File: src/rtl/commit_trace_pkg.sv
`default_nettype none
// ============================================================================
// Module   : commit_trace_pkg
// Purpose  : Shared types and constants for the commit trace transmitter.
// Revision : 1.0
// ============================================================================
package commit_trace_pkg;

    localparam logic [7:0] c_hdr_magic = 8'hA5;

    typedef enum logic [2:0] {
        ST_IDLE  = 3'd0,
        ST_HDR   = 3'd1,
        ST_PC    = 3'd2,
        ST_INSTR = 3'd3,
        ST_WDATA = 3'd4
    } tx_state_t;

    typedef struct packed {
        logic [7:0]  seq;
        logic [31:0] pc;
        logic [31:0] instr;
        logic        we;
        logic [4:0]  waddr;
        logic [31:0] wdata;
    } trace_rec_t;

    function automatic logic [31:0] make_hdr(input trace_rec_t rec, input logic ovf);
        return {c_hdr_magic, rec.seq, ovf, 9'd0, rec.we, rec.waddr};
    endfunction

endpackage
`default_nettype wire

File: src/rtl/trace_fifo.sv
`default_nettype none
// ============================================================================
// Module   : trace_fifo
// Purpose  : Synchronous record FIFO exposing the head and the entry behind it.
// Revision : 1.0
// ============================================================================
module trace_fifo
    import commit_trace_pkg::*;
#(
    parameter int DEPTH = 8
) (
    input  logic                   clk_in,
    input  logic                   reset,
    input  logic                   push,
    input  trace_rec_t             push_data,
    input  logic                   pop,
    output trace_rec_t             head,
    output trace_rec_t             head_next,
    output logic [$clog2(DEPTH):0] count
);
    localparam int AW = $clog2(DEPTH);
    localparam int CW = AW + 1;
    localparam logic [CW-1:0] c_one = CW'(1);
    localparam logic [AW-1:0] c_ptr_one = AW'(1);

    trace_rec_t    r_mem [DEPTH];
    logic [AW-1:0] r_wr_ptr;
    logic [AW-1:0] r_rd_ptr;
    logic [AW-1:0] w_rd_next;

    assign w_rd_next = r_rd_ptr + c_ptr_one;
    assign head      = r_mem[r_rd_ptr];
    assign head_next = r_mem[w_rd_next];

    always_ff @(posedge clk_in) begin
        if (push) begin
            r_mem[r_wr_ptr] <= push_data;
        end
    end

    // Pointers wrap naturally because DEPTH is a power of two.
    always_ff @(posedge clk_in) begin
        if (!reset) begin
            r_wr_ptr <= '0;
            r_rd_ptr <= '0;
            count    <= '0;
        end else begin
            if (push) begin
                r_wr_ptr <= r_wr_ptr + c_ptr_one;
            end
            if (pop) begin
                r_rd_ptr <= w_rd_next;
            end
            case ({push, pop})
                2'b10:   count <= count + c_one;
                2'b01:   count <= count - c_one;
                default: count <= count;
            endcase
        end
    end

endmodule
`default_nettype wire

File: src/rtl/commit_trace_tx.sv
`default_nettype none
// ============================================================================
// Module   : commit_trace_tx
// Purpose  : Buffers retired-instruction records and serializes them as a
//            32-bit word stream. Define COMMIT_TRACE_SEQ_EN to carry a
//            sequence number in each header.
// Revision : 1.0
// ============================================================================
module commit_trace_tx
    import commit_trace_pkg::*;
#(
    parameter int DEPTH = 8
) (
    input  logic                   clk_in,
    input  logic                   reset,
    input  logic                   commit_valid,
    input  logic [31:0]            commit_pc,
    input  logic [31:0]            commit_instr,
    input  logic                   commit_we,
    input  logic [4:0]             commit_waddr,
    input  logic [31:0]            commit_wdata,
    output logic                   tx_valid,
    input  logic                   tx_ready,
    output logic [31:0]            tx_data,
    output logic                   tx_last,
    output logic                   overflow,
    output logic [$clog2(DEPTH):0] fifo_count
);
    localparam int CW = $clog2(DEPTH) + 1;
    localparam logic [CW-1:0] c_full = CW'(DEPTH);
    localparam logic [CW-1:0] c_one  = CW'(1);

    tx_state_t  r_state;
    trace_rec_t w_push_rec;
    trace_rec_t w_head;
    trace_rec_t w_head_next;
    trace_rec_t w_next_rec;
    logic       w_hs;
    logic       w_pop;
    logic       w_full;
    logic       w_push;
    logic       w_drop;
    logic       w_more;
    logic [7:0] w_seq;

`ifdef COMMIT_TRACE_SEQ_EN
    logic [7:0] r_seq;

    always_ff @(posedge clk_in) begin
        if (!reset) begin
            r_seq <= 8'h00;
        end else if (w_push) begin
            r_seq <= r_seq + 8'h01;
        end
    end

    assign w_seq = r_seq;
`else
    assign w_seq = 8'h00;
`endif

    always_comb begin
        w_push_rec       = '0;
        w_push_rec.seq   = w_seq;
        w_push_rec.pc    = commit_pc;
        w_push_rec.instr = commit_instr;
        w_push_rec.we    = commit_we;
        w_push_rec.waddr = commit_waddr;
        w_push_rec.wdata = commit_wdata;
    end

    assign w_hs   = tx_valid & tx_ready;
    assign w_pop  = w_hs & tx_last;
    assign w_full = (fifo_count == c_full);
    assign w_push = commit_valid & (~w_full | w_pop);
    assign w_drop = commit_valid & w_full & ~w_pop;

    // Lookahead for the record that follows the one being popped; when only
    // one entry is buffered the successor can only be the word pushed now.
    assign w_more     = (fifo_count > c_one) | w_push;
    assign w_next_rec = (fifo_count > c_one) ? w_head_next : w_push_rec;

    trace_fifo #(
        .DEPTH (DEPTH)
    ) u_fifo (
        .clk_in    (clk_in),
        .reset     (reset),
        .push      (w_push),
        .push_data (w_push_rec),
        .pop       (w_pop),
        .head      (w_head),
        .head_next (w_head_next),
        .count     (fifo_count)
    );

    always_ff @(posedge clk_in) begin
        if (!reset) begin
            r_state  <= ST_IDLE;
            tx_valid <= 1'b0;
            tx_data  <= 32'd0;
            tx_last  <= 1'b0;
            overflow <= 1'b0;
        end else begin
            if (w_drop) begin
                overflow <= 1'b1;
            end
            case (r_state)
                ST_IDLE: begin
                    if (fifo_count != '0) begin
                        r_state  <= ST_HDR;
                        tx_valid <= 1'b1;
                        tx_data  <= make_hdr(w_head, overflow);
                        tx_last  <= 1'b0;
                    end
                end
                ST_HDR: begin
                    if (w_hs) begin
                        r_state <= ST_PC;
                        tx_data <= w_head.pc;
                    end
                end
                ST_PC: begin
                    if (w_hs) begin
                        r_state <= ST_INSTR;
                        tx_data <= w_head.instr;
                        tx_last <= ~w_head.we;
                    end
                end
                ST_INSTR, ST_WDATA: begin
                    if (w_hs) begin
                        if ((r_state == ST_INSTR) && w_head.we) begin
                            r_state <= ST_WDATA;
                            tx_data <= w_head.wdata;
                            tx_last <= 1'b1;
                        end else if (w_more) begin
                            r_state <= ST_HDR;
                            tx_data <= make_hdr(w_next_rec, overflow);
                            tx_last <= 1'b0;
                        end else begin
                            r_state  <= ST_IDLE;
                            tx_valid <= 1'b0;
                            tx_data  <= 32'd0;
                            tx_last  <= 1'b0;
                        end
                    end
                end
                default: begin
                    r_state  <= ST_IDLE;
                    tx_valid <= 1'b0;
                    tx_data  <= 32'd0;
                    tx_last  <= 1'b0;
                end
            endcase
        end
    end

endmodule
`default_nettype wire

File: config.mk
export PLATFORM = sky130hd
export DESIGN_NAME = commit_trace_tx
export DESIGN_NICKNAME = d
export VERILOG_FILES = /design/src/rtl/commit_trace_pkg.sv /design/src/rtl/trace_fifo.sv /design/src/rtl/commit_trace_tx.sv
export SDC_FILE = /design/constraint.sdc
export NUM_CORES = 1
export LEC_CHECK = 0
export BUFFER_PORTS_ARGS = -buffer_cell sky130_fd_sc_hd__buf_2
export CAP_MARGIN = 20
export CORE_MARGIN = 2
export CORE_UTILIZATION = 55
export CTS_BUF_LIST = sky130_fd_sc_hd__clkbuf_4
export DETAILED_ROUTE_END_ITERATION = 8
export HOLD_SLACK_MARGIN = 0.02
export PLACE_DENSITY = 0.71
export SETUP_SLACK_MARGIN = 0.3
export SLEW_MARGIN = 5
export SYNTH_ARGS = -nofsm -noshare
export SYNTH_HDL_FRONTEND = slang
export SYNTH_SLANG_ARGS = --single-unit
export TNS_END_PERCENT = 100
File: constraint.sdc
create_clock -name clk_in -period 12.9 [get_ports clk_in]
set_clock_uncertainty 0.05 [all_clocks]
set_input_delay 1.29 -clock clk_in [delete_from_list [all_inputs] [get_ports clk_in]]
set_output_delay 1.29 -clock clk_in [all_outputs]
set_load 0.02 [all_outputs]
# Word-level counts from Yosys, hierarchy flattened
# Memory sizes are Yosys's and may differ from the RTL's. A register that Yosys moved wholly into a read port is not among the register bits.
# Cells that the tools add are included.
dict set report word_totals {
  register_bits 48
  latchBits 0
  ram_bits 816
  rom_bits 0
  input_bits 106
  output_inout_bits 39
  elab_cells 78
  memories 1
}
# memory words width rd rd_ports_with_merged_regs write_ports line_no
set memory_table {}
lappend memory_table {u_fifo.r_mem 8 102 2 1 1 trace_fifo.sv:26} ;# trace_rec_t r_mem [DEPTH];
dict set report op_classes {
  n_addsub 4
  n_mul 0
  div 0
  order_cmp 1
  n_eq_ne 13
  n_shift 0
  n_mux 30
  bitwise 12
  reduce_logical 9
}
# op n
set ops {}
lappend ops {{32-bit two-way mux} 6}
lappend ops {{32-bit one-hot mux with 4 select lines} 1}
lappend ops {{110-bit two-way mux} 1}
lappend ops {{3-bit two-way mux} 7}
lappend ops {{2-bit != test (second input constant)} 6}
lappend ops {{3-bit one-hot mux with 4 select lines} 1}
lappend ops {{1-bit two-way mux} 11}
lappend ops {{4-bit one-hot mux with 2 select lines} 1}
lappend ops {{4-bit AND reduction} 2}
lappend ops {{3-bit by 1-bit adder with 3-bit output (second input constant)} 2}
lappend ops {{3-bit by 2-bit equality test with 1-bit output (second input constant)} 2}
lappend ops {{1-bit bitwise AND} 5}
lappend ops {{1-bit NOT} 5}
lappend ops {{5-bit AND reduction} 1}
lappend ops {{4-bit by 1-bit adder with 4-bit output (second input constant)} 1}
lappend ops {{4-bit equality test (second input constant)} 1}
lappend ops {{4-bit by 1-bit greater-than comparator with 1-bit output (second input constant)} 1}
lappend ops {{1-bit one-hot mux with 4 select lines} 1}
lappend ops {{4-bit nonzero test} 1}
lappend ops {{2-bit OR reduction} 2}
lappend ops {{4-bit by 1-bit subtractor with 4-bit output (second input constant)} 1}
lappend ops {{3-bit by 1-bit equality test with 1-bit output (second input constant)} 1}
lappend ops {{3-bit equality test (second input constant)} 1}
lappend ops {{3-bit logical NOT} 1}
lappend ops {{6 further kinds} 7}

# Depth between registers and ports, before layout
dict set report logic_depth {
  word_depth 9
  ltp_mapped 9
  mapped_depth_nobuf 9
}

# Cells and area by module
# Synthesis repeated with hierarchy kept, for this count alone.
dict set report hier_totals {
  hier_cells 2030
  area_unflattened_um2 42768.5
}
# mod instances cells_each area_each_um2
set modules_own_cells {}
lappend modules_own_cells {trace_fifo 1 1732 40261.1}
lappend modules_own_cells {commit_trace_tx 1 298 2507.4}

# Worst setup path after synthesis
# OpenSTA, ideal clock, no wires.
dict set report synth_path {
  path_type {input to register}
  startpoint {input tx_ready}
  endpoint {memory u_fifo.r_mem[0][0] in the netlist's numbering, enable pin}
  setup_time_ps 815
  arrival_ps 11575
  required_ps 12035
  slack_ps 460
  cell_stages 4
  path_buffers 1
  cell_sequence {and3_1 -> clkbuf_1 -> o21ai_1 -> nor4_1}
}
dict set report synth_via {
  elab_chain_len 6
}
# element line_no
set synth_lines {}
lappend synth_lines {{start: declaration} commit_trace_tx.sv:23} ;# input logic tx_ready,
lappend synth_lines {{1-bit bitwise AND} commit_trace_tx.sv:72} ;# assign w_hs = tx_valid & tx_ready;
lappend synth_lines {{1-bit bitwise AND} commit_trace_tx.sv:73} ;# assign w_pop = w_hs & tx_last;
lappend synth_lines {{net u_fifo.pop} trace_fifo.sv:16} ;# input logic pop,
lappend synth_lines {{1-bit bitwise OR} commit_trace_tx.sv:75} ;# assign w_push = commit_valid & (~w_full | w_pop);
lappend synth_lines {{1-bit bitwise AND} commit_trace_tx.sv:75}
lappend synth_lines {{1-bit two-way mux} trace_fifo.sv:36} ;# if (push) begin
lappend synth_lines {{1-bit two-way mux (not written as such)} trace_fifo.sv:37} ;# r_mem[r_wr_ptr] <= push_data;
lappend synth_lines {{end: declaration} trace_fifo.sv:26}
# The timed path passes the listed nets, and every way through them passes these cells.

==> flow_summary.ini <==
[run_status]
status = finished, final reports clean

[power_and_ir_drop]
irDropWorstVdd_uv = 87.4
p_leak_nw = 12.0
power_density_nw_per_um2 = 153

[worst_setup_path]
worstPathArrival_ns = 5.17
r2r_setup_slack_ns = 8.55
critPathCaptureType = flop
worst-setup-path-type = reg -> reg
required_ns = 13.72
crit_fanout = 49
cp-start-kind = flop
path_cells = buf_4 > buf_4 > mux4_2 > a22oi_1 > nand3_1 > a22oi_1 > a211oi_1
reg2reg_depth = 7
max_stage_delay_ns = 0.96
cp_slowest_cell = dfxtp_4
reg2reg_to = tx_data[2]

[logic_synthesis]
synth-main-ff-cell = edfxtp_1
synth_mux_area_share_pct = 17.2
synth_compound_area_share_pct = 3.39
netlist_area_um2 = 33800
synth-xor-area-share_pct = 0.233
ys_async_sr_fraction_pct = 0
yosysWarnings = 0
netlist_instances = 1601
avgSynthCellArea_um2 = 21.1
syn-num-nets = 1714
synthAdderAreaFrac_pct = 0.259
synth_top_family_by_area = multiplexers
synth_seq_cells = 867
seq_area_frac_synth_pct = 75.6
synth-edff-count = 816
synth_cell_types = 59
synthSimpleGateAreaFrac_pct = 1.90

[cts]
cts_root_buf = clkbuf_4
hold_buffers = 0
clk_latency_ns = 1.05
cts.sinks = 867
cts_buffers = 208
cts_tree = built
cts_resized = 0
post_cts_buffers = 0
cts-htree-levels = 4
path_clk_slew_ns = 0.07
clk_path_buf_depth = 3

[floorplan]
core_area_um2 = 60600
die_x_um = 252
row_count = 90
die_y_um = 252
io_pins = 145
start_util_pct = 55.8
dieArea_um2 = 63400

[drt]
drt_wl_total_um = 72000
dr.pass1.iters = 5
vias = 17197
avgViaCountPerCell = 6.08
drt-initial-drc-count = 1600
wl_per_cell_um = 25.5
drtAntennaViolNets = 0
post-route-drc-count = 0

[worst_hold_path]
min_to = u_fifo.r_mem[4][66]
holdPathStages = 1
worstHoldStart = commit_instr[28]
min_path_type = in -> reg

[cells_and_area]
nFillCells = 4196
area_delta_synth_final_pct = 12.2
nets = 2006
drive_gt1_share_pct = 36.9
fin_util_pct = 62.6

[sta]
setup_viol = 0
hold_violations = 0
worst_pin_slew_ns = 1.38
slew_violations = 0
rsz0062_at_grt = no
period_share_pct = 33.7
setup_tns_ns = 0
min_period_ns = 4.35
max_freq_mhz = 230
slew_headroom_pct = 8.00

[placed_design]
gp_congestion = 0.796
portBuffers = 144
place_hpwl_um = 40600

[grt]
overflow = 0
grt_pass1_vias = 17894
antenna_found_initial = 17
grt_pass1_wl_um = 109000
track_usage_pct = 23.4
grt_start_max_net_pins = 165

[run]
maxCapViolations = 0
-- worst max-delay path, delay by kind of cell (launching register included) --
kind | cells | cell delay [ns]
AOI/OAI and AO/OA | 3 | 0.52
buffers and inverters | 2 | 1.75
and+or+nand+nor | 1 | 0.09
muxes | 1 | 0.65
DFF | 1 | 0.96
-- synthesized netlist by cell type (20+ instances only) --
master | n | area, um2
edfxtp_1 | 816 | 24500
mux4_2 | 209 | 4710
mux2i_1 | 72 | 721
dfxtp_1 | 51 | 1020
a21oi_1 | 49 | 245
buf_2 | 47 | 235
nand2_1 | 43 | 161
mux2_2 | 29 | 327
nor2_1 | 28 | 105
clkbuf_1 | 27 | 101
a32oi_1 | 21 | 184
o22ai_1 | 20 | 125
-- per-layer routing --
| metal | share of wire [%] | up-vias | GRT usage [%] |
|---|---|---|---|
| li1 | - | 7461 | - |
| met1 | 42 | 8930 | 32.7 |
| met2 | 49 | 678 | 36.4 |
| met3 | 7.5 | 110 | 6.53 |
| met4 | 1.9 | 18 | 7.35 |
| met5 | 0.14 | - | 0 |
-- state kept, by name (all words and copies together), names as in the netlist, named ones only --
name,count
u_fifo.r_rd_ptr,3
r_state,3
u_fifo.count,4
u_fifo.r_mem,816
tx_valid,1
u_fifo.r_wr_ptr,3
overflow,1
tx_data,32
tx_last,1
-- report_power, final --
part           internal (mW)  leakage, nW  total (mW)  switching [mW]
registers               3.17         7.83        3.21          0.0457
logic                  0.172         2.65       0.477           0.305
clock network           1.09         1.53        2.11            1.02
total                   4.43         12.0        5.80            1.37
-- final cells by class --
type	count	area (um2)	share of cell area, %
Sequential cell	867	25500	67.4
Multi-Input combinational cell	633	7820	20.6
Clock buffer	303	2270	6.00
Timing Repair Buffer	176	986	2.60
Tap cell	782	978	2.58
Clock inverter	56	269	0.710
Inverter	7	26.3	0.0693
Antenna cell	6	15.0	0.0396
-- layout by cell type, fill, tap and decap left out, types with 6 or more instances in the layout --
| cell type | n |
|---|---|
| a211oi_1 | 11 |
| a21oi_1 | 49 |
| a22oi_1 | 17 |
| a31oi_1 | 7 |
| a32oi_1 | 21 |
| buf_2 | 144 |
| buf_4 | 30 |
| clkbuf_4 | 303 |
| clkinv_1 | 40 |
| dfxtp_1 | 48 |
| diode_2 | 6 |
| edfxtp_1 | 816 |
| ha_1 | 7 |
| inv_1 | 7 |
| inv_2 | 6 |
| mux2_2 | 29 |
| mux2i_1 | 72 |
| mux4_2 | 209 |
| nand2_1 | 43 |
| nand3_1 | 15 |
| nor2_1 | 25 |
| nor3b_1 | 8 |
| o21ai_0 | 17 |
| o22ai_1 | 20 |
| o2bb2ai_1 | 7 |
-- worst max path at each step --
stage / to / cells after the start
5_1_grt: tx_data[5] / 7
2_1_floorplan: u_fifo.r_mem[0][0] / 4
3_3_place_gp: u_fifo.r_mem[7][84] / 8
4_1_cts: tx_data[5] / 7
3_5_place_dp: u_fifo.r_mem[7][68] / 8
6_report: tx_data[2] / 7
-- through the flow --
stage	cells	hold slack, ns	instance area, um2	total power [mW]	setup slack [ns]
floorplan	1601	0.442	33800	3.57	0.460
global placement	2464	0.456	35300	3.73	8.01
detailed placement	2464	0.478	35300	3.74	7.95
CTS	2823	0.357	37900	5.85	8.40
global route	2829	0.361	37900	6.05	8.05
finish	2830	0.471	37900	5.80	8.55
-- cells by family after synthesis --
logic type      after synthesis
mux                         314
fa+ha+maj                     7
xor+xnor                      9
buf+inv                     101
simple gates                131
flops                       867
compound gates              172
(Power assumes the default switching activity.)
